<file path="config.mk">
export PLATFORM = sky130hd
export DESIGN_NAME = calc_div_seq
export DESIGN_NICKNAME = d
export VERILOG_FILES = /design/src/rtl/calc_div_seq.sv
export SDC_FILE = /design/constraint.sdc
export NUM_CORES = 1
export LEC_CHECK = 0
export CORE_MARGIN = 8
export CORE_UTILIZATION = 55
export CTS_CLUSTER_DIAMETER = 60
export DETAILED_ROUTE_END_ITERATION = 12
export PLACE_DENSITY_LB_ADDON = 0.15
export SYNTH_ARGS = -nofsm -noshare
export SYNTH_HDL_FRONTEND = slang
export SYNTH_SLANG_ARGS = --single-unit
export TNS_END_PERCENT = 5
</file>
<file path="constraint.sdc">
create_clock -name clk -period 6.32 [get_ports clk]
set_input_delay 0.632 -clock clk [delete_from_list [all_inputs] [get_ports clk]]
set_output_delay 0.632 -clock clk [all_outputs]
set_load 0.01 [all_outputs]
</file>
<file path="src/rtl/calc_div_seq.sv">
// Sequential restoring divider, one quotient bit per cycle, with signed/unsigned modes.
// Divide-by-zero and signed MIN/-1 overflow are flagged alongside the result.
module calc_div_seq #(
    parameter int WIDTH = 8
) (
    input  logic             clk,
    input  logic             rst,
    input  logic             start,
    input  logic             signed_mode,
    input  logic [WIDTH-1:0] a,
    input  logic [WIDTH-1:0] b,
    output logic             busy,
    output logic             done,
    output logic [WIDTH-1:0] q,
    output logic [WIDTH-1:0] r,
    output logic             div_zero,
    output logic             overflow
);

    localparam int               CNT_W = $clog2(WIDTH);
    localparam logic [CNT_W-1:0] LAST  = CNT_W'(WIDTH - 1);
    localparam logic [WIDTH-1:0] MIN_V = {1'b1, {(WIDTH-1){1'b0}}};

    typedef enum logic [1:0] {IDLE = 2'd0, CALC = 2'd1, FIN = 2'd2} state_t;

    function automatic logic [WIDTH-1:0] neg_if(input logic [WIDTH-1:0] v, input logic neg);
        return neg ? -v : v;
    endfunction

    state_t             state_q, state_d;
    logic [CNT_W-1:0]   cnt_q;
    logic [WIDTH-1:0]   dvd_q, dvs_q, rem_q;
    logic               qsign_q, rsign_q, dz_q, ovf_q;
    logic               done_q, dzo_q, ovo_q;
    logic [WIDTH-1:0]   q_q, r_q;
    logic               accept;
    logic [WIDTH:0]     rem_sh, diff;

    assign accept = (state_q == IDLE) && !done_q && start;

    // The sign of the trial subtraction doubles as the restoring compare.
    assign rem_sh = {rem_q, dvd_q[WIDTH-1]};
    assign diff   = rem_sh - {1'b0, dvs_q};

    always_ff @(posedge clk) begin
        if (rst) state_q <= IDLE;
        else     state_q <= state_d;
    end

    always_comb begin
        state_d = state_q;
        case (state_q)
            IDLE:    if (accept) state_d = (b == '0) ? FIN : CALC;
            CALC:    if (cnt_q == LAST) state_d = FIN;
            FIN:     state_d = IDLE;
            default: state_d = IDLE;
        endcase
    end

    always_comb begin
        busy = (state_q != IDLE);
    end

    always_ff @(posedge clk) begin
        if (rst) begin
            done_q <= 1'b0;
            cnt_q  <= '0;
            q_q    <= '0;
            r_q    <= '0;
            dzo_q  <= 1'b0;
            ovo_q  <= 1'b0;
        end else begin
            done_q <= (state_q == FIN);
            if (accept) begin
                cnt_q <= '0;
                dzo_q <= 1'b0;
                ovo_q <= 1'b0;
            end else if (state_q == CALC) begin
                cnt_q <= cnt_q + 1'b1;
            end
            if (state_q == FIN) begin
                q_q   <= dz_q ? '1 : neg_if(dvd_q, qsign_q);
                r_q   <= dz_q ? dvd_q : neg_if(rem_q, rsign_q);
                dzo_q <= dz_q;
                ovo_q <= ovf_q;
            end
        end
    end

    // Dividend register shifts out dividend bits and shifts in quotient bits.
    always_ff @(posedge clk) begin
        if (accept) begin
            dvd_q   <= (b == '0) ? a : neg_if(a, signed_mode & a[WIDTH-1]);
            dvs_q   <= neg_if(b, signed_mode & b[WIDTH-1]);
            rem_q   <= '0;
            qsign_q <= signed_mode & (a[WIDTH-1] ^ b[WIDTH-1]);
            rsign_q <= signed_mode & a[WIDTH-1];
            dz_q    <= (b == '0);
            ovf_q   <= signed_mode && (a == MIN_V) && (b == '1);
        end else if (state_q == CALC) begin
            rem_q <= diff[WIDTH] ? rem_sh[WIDTH-1:0] : diff[WIDTH-1:0];
            dvd_q <= {dvd_q[WIDTH-2:0], ~diff[WIDTH]};
        end
    end

    assign done     = done_q;
    assign q        = q_q;
    assign r        = r_q;
    assign div_zero = dzo_q;
    assign overflow = ovo_q;

endmodule

</file>
==> results of run 1 <==
## state kept, by name (all words and copies together), names as in the netlist, 2 cells and up
signal / cells
rem_q: 8
dvd_q: 8
state_q: 2
q: 8
cnt_q: 3
r: 8
dvs_q: 8
## metrics by stage
step	instance area, sq um	hold slack [ns]
4_1_cts	3570	0.461
5_1_grt	3570	0.485
6_report	3570	0.457
2_1_floorplan	3010	0.466
3_5_place_dp	3450	0.449
3_3_place_gp	3450	0.444
## path summary, 6_finish.rpt
check                                        start               endpoint  slack, ns  cells after the start
worst max-delay path            dvd_q[7]$_DFFE_PP_  rem_q[1]$_SDFFE_PP0P_       3.71                      9
worst min-delay path             r[4]$_SDFFE_PP0P_      r[4]$_SDFFE_PP0P_       0.46                      2
worst max register to register  dvd_q[7]$_DFFE_PP_  rem_q[1]$_SDFFE_PP0P_       3.71                      9
worst min register to register   r[4]$_SDFFE_PP0P_      r[4]$_SDFFE_PP0P_       0.46                      2
## kinds of logic after synthesis
kind of cell    share of synthesized area
compound gates                      0.140
xor+xnor                           0.0843
fa+ha+maj                          0.0690
buf+inv                            0.0453
flops                               0.412
mux                                0.0399
simple gates                        0.209
## critical path, stage by stage (launching register included)
cell	delay, ns
edfxtp_1	0.46
inv_1	0.07
ha_1	0.22
fa_1	0.40
nand2b_1	0.21
a211oi_2	0.24
mux2i_2	0.39
nor2_8	0.11
mux2_4	0.31
o22ai_1	0.12
## per-layer routing
| layer | part of all wire | up-vias |
|---|---|---|
| met1 | 0.48 | 1102 |
| li1 | - | 1261 |
| met2 | 0.46 | 69 |
| met3 | 0.052 | 5 |
| met5 | 0 | - |
| met4 | 0.012 | 0 |
## where the power goes
part / internal (mW) / switching (mW) / total, mW
Combinational: 0.137 / 0.152 / 0.289
Sequential: 0.382 / 0.0458 / 0.428
Clock: 0.129 / 0.108 / 0.238
## layout make-up
class	count	area [sq um]
clock buffers	6	82.6
clock inverters	2	38.8
fillers	487	1840
inverters	22	85.1
multi-input cells	256	1630
flip-flops and latches	52	1240
well taps	72	90.1
repair buffers	40	398
## placed cells by master (no fill, tap or decap), types with 4 or more instances in the layout
cell | Yosys | layout
mux2i_1 | 8 | 8
o31ai_1 | 5 | 5
nand2_1 | 44 | 44
ha_1 | 15 | 15
xor2_1 | 14 | 14
nor2b_1 | 4 | 4
o21ai_0 | 22 | 22
nor3_1 | 25 | 25
or3_1 | 4 | 4
dfxtp_1 | 32 | 32
nand2b_1 | 10 | 10
a21boi_0 | 5 | 5
a21oi_1 | 16 | 16
clkdlybuf4s50_1 | 0 | 39
xnor2_1 | 15 | 15
o21ai_1 | 5 | 5
inv_1 | 21 | 21
nor2_1 | 24 | 24
nand3_1 | 7 | 7
clkbuf_8 | 0 | 6
edfxtp_1 | 20 | 20
==> flow_metrics.tcl, run 1 <==
set metrics [dict create \
    relSlewSlack 0.398 \
    finalClockSkew_ns 0.00228 \
    synth_top_area_share 0.213 \
    cts_hold_buf 0 \
    grt_use_met1 0.218 \
    cts_tree "done" \
    status "complete, no violations" \
    clk_transition_reported_paths_ns 0.09 \
    yosys-top-cells-count "nand2_1 (44), dfxtp_1 (32), nor3_1 (25), nor2_1 (24), o21ai_0 (22)" \
    worstHoldPathType "reg -> reg" \
    grt_util_met2 0.249 \
    clkLatencyLatePin_ns 0.31 \
    grt_setup_unrepaired "false" \
    drc 0 \
    grt_pass1_vias 2396 \
    synth_most_common_cell "nand2_1" \
    netlist_instances 343 \
    pin_count 40 \
    grt_most_used_layer "met2" \
    leakagePower_nw 1.38 \
    cts_resized 0 \
    overflow 0 \
    met3_usage 0.0407 \
    chipHeight_microns 90 \
    period_needed_ns 2.61 \
    cts_setup_buffers 0 \
    grt_pass1_wl_microns 11100 \
    diodes 0 \
    grt.total_usage 0.163 \
    fin_util 0.660 \
    grt_antenna_before_repair 0 \
    fp.dieW_microns 90 \
    core-area_sq_mm 0.00541 \
    ys_top_cells_by_area "dfxtp_1 (21%), edfxtp_1 (20%), ha_1 (6.2%)" \
    clockBufferDepth 2 \
    maxClockFrequency_mhz 384 \
    period_share 0.412 \
    synth_area_sq_mm 0.00301 \
    drv_cap 0 \
    wirelength_microns 6350 \
    ys_types 47 \
    num_rows 27 \
    synth-seq-cells 52 \
    syn_nets 379 \
    fin_cells 450 \
    io_buffers 39 \
    hpwl_microns 4850 \
    fin_tns_setup_ns 0 \
    end_kind "flip-flop" \
    wire_per_inst_microns 14.1 \
    path_max_fanout 10 \
    tightest_slew_ns 0.900 \
    yosysTopAreaCell "dfxtp_1" \
    crit_type "reg -> reg" \
    htree_levels 2 \
    total_power_uw 954 \
    root_buffer "clkbuf_8" \
    vias 2437 \
    yosysSeqAreaShare 0.412 \
    dpl_worst_slack_ns 3.51 \
    ys_warn_count 0 \
    setup_viol 0 \
    drive_gt1_frac 0.0529 \
    antenna_left 0 \
    cts_buffers 5 \
    dr.pass1.iters 4 \
    powerDensity_mw_per_mm2 267 \
    hold_violations 0 \
    die-area_sq_mm 0.00810 \
    synth_async_sr_flop_share 0 \
    fin_ws_ns 3.71 \
    drt_iter0_markers 259 \
    fin_nets 413 \
    yosys_most_used_dff "dfxtp_1" \
    dp_cells 442 \
    synth_edf_count 20 \
    cp.arrival_ns 2.84 \
    start_util 0.557 \
    cp_data_required_time_ns 6.56 \
    grt_max_degree 25 \
    viasPerCell 5.42 \
    slew_viol_final 0 \
    vdd_drop_max_v 0.000115 \
    area_growth_pct 18.5 \
    gp_congestion 0.811 \
    cts.sinks 52 \
    cp-start-kind "flip-flop" \
    syn_area_per_cell_sq_um 8.78 \
]
Power figures use the tool's default switching activity.
==> inputs of run 2 (changes only) <==
--- a/config.mk
+++ b/config.mk
@@ -6,7 +6,7 @@
 export NUM_CORES = 1
 export LEC_CHECK = 0
 export CORE_MARGIN = 8
-export CORE_UTILIZATION = 55
+export CORE_UTILIZATION = 50
 export CTS_CLUSTER_DIAMETER = 60
 export DETAILED_ROUTE_END_ITERATION = 12
 export PLACE_DENSITY_LB_ADDON = 0.15
==> constraint.sdc (replaced) <==
create_clock -name clk -period 2.25 [get_ports clk]
set_input_delay 0.225 -clock clk [delete_from_list [all_inputs] [get_ports clk]]
set_output_delay 0.225 -clock clk [all_outputs]
set_load 0.01 [all_outputs]
==> run 2 against run 1 <==
- the flow now finishes with violations (setup timing)
- final area grew 3.7%
- clock skew grew 0.0063 ns
- flip-flop and latch count is the same
- sequential power grew to 2.7 times the previous value
- final cell count grew 4.0%
- highest routed layer unchanged
==> flow_metrics.tcl, run 2 (synthesis gave the netlist of run 1 again) <==
set metrics [dict create \
    combPwrFrac 0.350 \
    path_cells "inv_1 > ha_2 > fa_2 > nand2b_4 > a211oi_2 > mux2i_2 > buf_4 > nor2_8 > mux2_4 > o22ai_1" \
    vias 2499 \
    area_growth_pct 22.9 \
    grt_most_used_layer "met2" \
    drc 0 \
    violations "setup timing" \
    critPathBufInv 2 \
    leakagePower_nw 1.45 \
    end_kind "flip-flop" \
    grt_use_met1 0.193 \
    hold_violations 0 \
    rrSetupSlack_ns -0.02 \
    overflow 0 \
    antenna_left 0 \
    switching_share 0.323 \
    crit_type "reg -> reg" \
    finalClockSkew_ns 0.00859 \
    p_clk_frac 0.229 \
    fin_tns_setup_ns -0.0441 \
    clkLatencyLatePin_ns 0.31 \
    clockBufferDepth 2 \
    start_util 0.512 \
    crit_slowest_cell "fa_2" \
    grt_antenna_before_repair 0 \
    viasPerCell 5.34 \
    period_share 1.01 \
    wire_per_inst_microns 13.8 \
    diodes 0 \
    fin_util 0.629 \
    cp-start-kind "flip-flop" \
    met3_usage 0.0296 \
    drt_iter0_markers 124 \
    core-area_sq_mm 0.00589 \
    fin_nets 428 \
    chipHeight_microns 93.6 \
    path_max_fanout 7 \
    p_seq_frac 0.422 \
    placed_area_sq_mm 0.00358 \
    cts_buffers 5 \
    die-area_sq_mm 0.00876 \
    gp_congestion 0.853 \
    maxClockFrequency_mhz 440 \
    cp.arrival_ns 2.50 \
    worstHoldPathType "reg -> reg" \
    powerDensity_mw_per_mm2 748 \
    hpwl_microns 5110 \
    wirelength_microns 6470 \
    cts_resized 0 \
    crit_family "adder cells" \
    grt_pass1_wl_microns 11100 \
    drive_gt1_frac 0.0967 \
    multiInputGateArea_sq_mm 0.00165 \
    root_buffer "clkbuf_8" \
    grt_util_met2 0.259 \
    status "finished, violations left" \
    pin_count 40 \
    final_common_cell "nand2_1" \
    cp_data_required_time_ns 2.48 \
    relSlewSlack 0.556 \
    io_buffers 39 \
    cts.sinks 52 \
    n_fill_cell 530 \
    grt_setup_unrepaired "true" \
    grt.total_usage 0.154 \
    tightest_slew_ns 0.666 \
    drv_cap 0 \
    slew_viol_final 0 \
    clk_transition_reported_paths_ns 0.09 \
    period_needed_ns 2.27 \
    vdd_drop_max_v 0.000333 \
    ff_latch_area_sq_mm 0.00124 \
    htree_levels 2 \
    critPathMaxStageDelay_ns 0.36 \
    fp.dieW_microns 93.6 \
    setup_viol 5 \
    cts_tree "done" \
    grt_pass1_vias 2462 \
    grt_max_degree 25 \
    dpl_worst_slack_ns -0.0708 \
    cts_hold_buf 0 \
    fin_ws_ns -0.0214 \
    switching_power_uw 894 \
    layout_common_cells "nand2_1 (44), clkdlybuf4s50_1 (39), dfxtp_1 (32), nor3_1 (25), nor2_1 (24)" \
    num_rows 28 \
    dr.pass1.iters 4 \
    p_int_mw 1.88 \
    stdcell_area_sq_mm 0.00370 \
]
## run 2: cell types whose count changed in the layout (fill, tap and decap cells not counted), sizes merged
cell	change
buf	+15
clkbuf	-1
clkinvlp	+1
## run 2: metal layers
metal / wire (microns) / part of all wire
met1: 3140 / 0.49
met4: 85 / 0.013
met5: 0 / 0
met2: 2980 / 0.46
met3: 261 / 0.040
## run 2: stage by stage
stage	hold slack [ns]	std cells	power [mW]
after floorplan	0.302	343	1.84
after global placement	0.443	459	2.12
after detailed placement	0.449	459	2.14
after CTS	0.462	468	2.78
after global routing	0.483	468	2.94
final	0.456	468	2.77
## run 2: path summary, 6_finish.rpt
kind	end	depth (start not counted)	from
worst max-delay path	rem_q[1]$_SDFFE_PP0P_	10	dvd_q[7]$_DFFE_PP_
worst min-delay path	r[3]$_SDFFE_PP0P_	2	r[3]$_SDFFE_PP0P_
worst max register to register	rem_q[1]$_SDFFE_PP0P_	10	dvd_q[7]$_DFFE_PP_
worst min register to register	r[3]$_SDFFE_PP0P_	2	r[3]$_SDFFE_PP0P_
## run 2: layout make-up
type | count | area share
timing repair buffer | 55 | 0.141
inverter | 22 | 0.0230
multi-input combinational | 256 | 0.445
sequential | 52 | 0.335
clock buffer | 5 | 0.0186
clock inverter | 3 | 0.0115
tap | 75 | 0.0254
## run 2: worst reg2reg max path: stages, from the launching register on
cell and delay [ns]:
edfxtp_1 0.35, inv_1 0.06, ha_2 0.18, fa_2 0.36, nand2b_4 0.17, a211oi_2 0.23
mux2i_2 0.24, buf_4 0.17, nor2_8 0.05, mux2_4 0.29, o22ai_1 0.10
## run 2: what timing repair did
item                       in CTS  in global routing
setup endpoints to repair       8                  8
pin swaps                       2                  0
buffers inserted                1                  0
## run 2: power by group through the flow
stage               clock (mW)  sequential (mW)  combinational [mW]
floorplan                    0             1.16               0.672
global placement             0             1.19               0.936
detailed placement           0             1.19               0.956
CTS                      0.650             1.16               0.968
global route             0.684             1.18                1.08
finish                   0.633             1.17               0.969
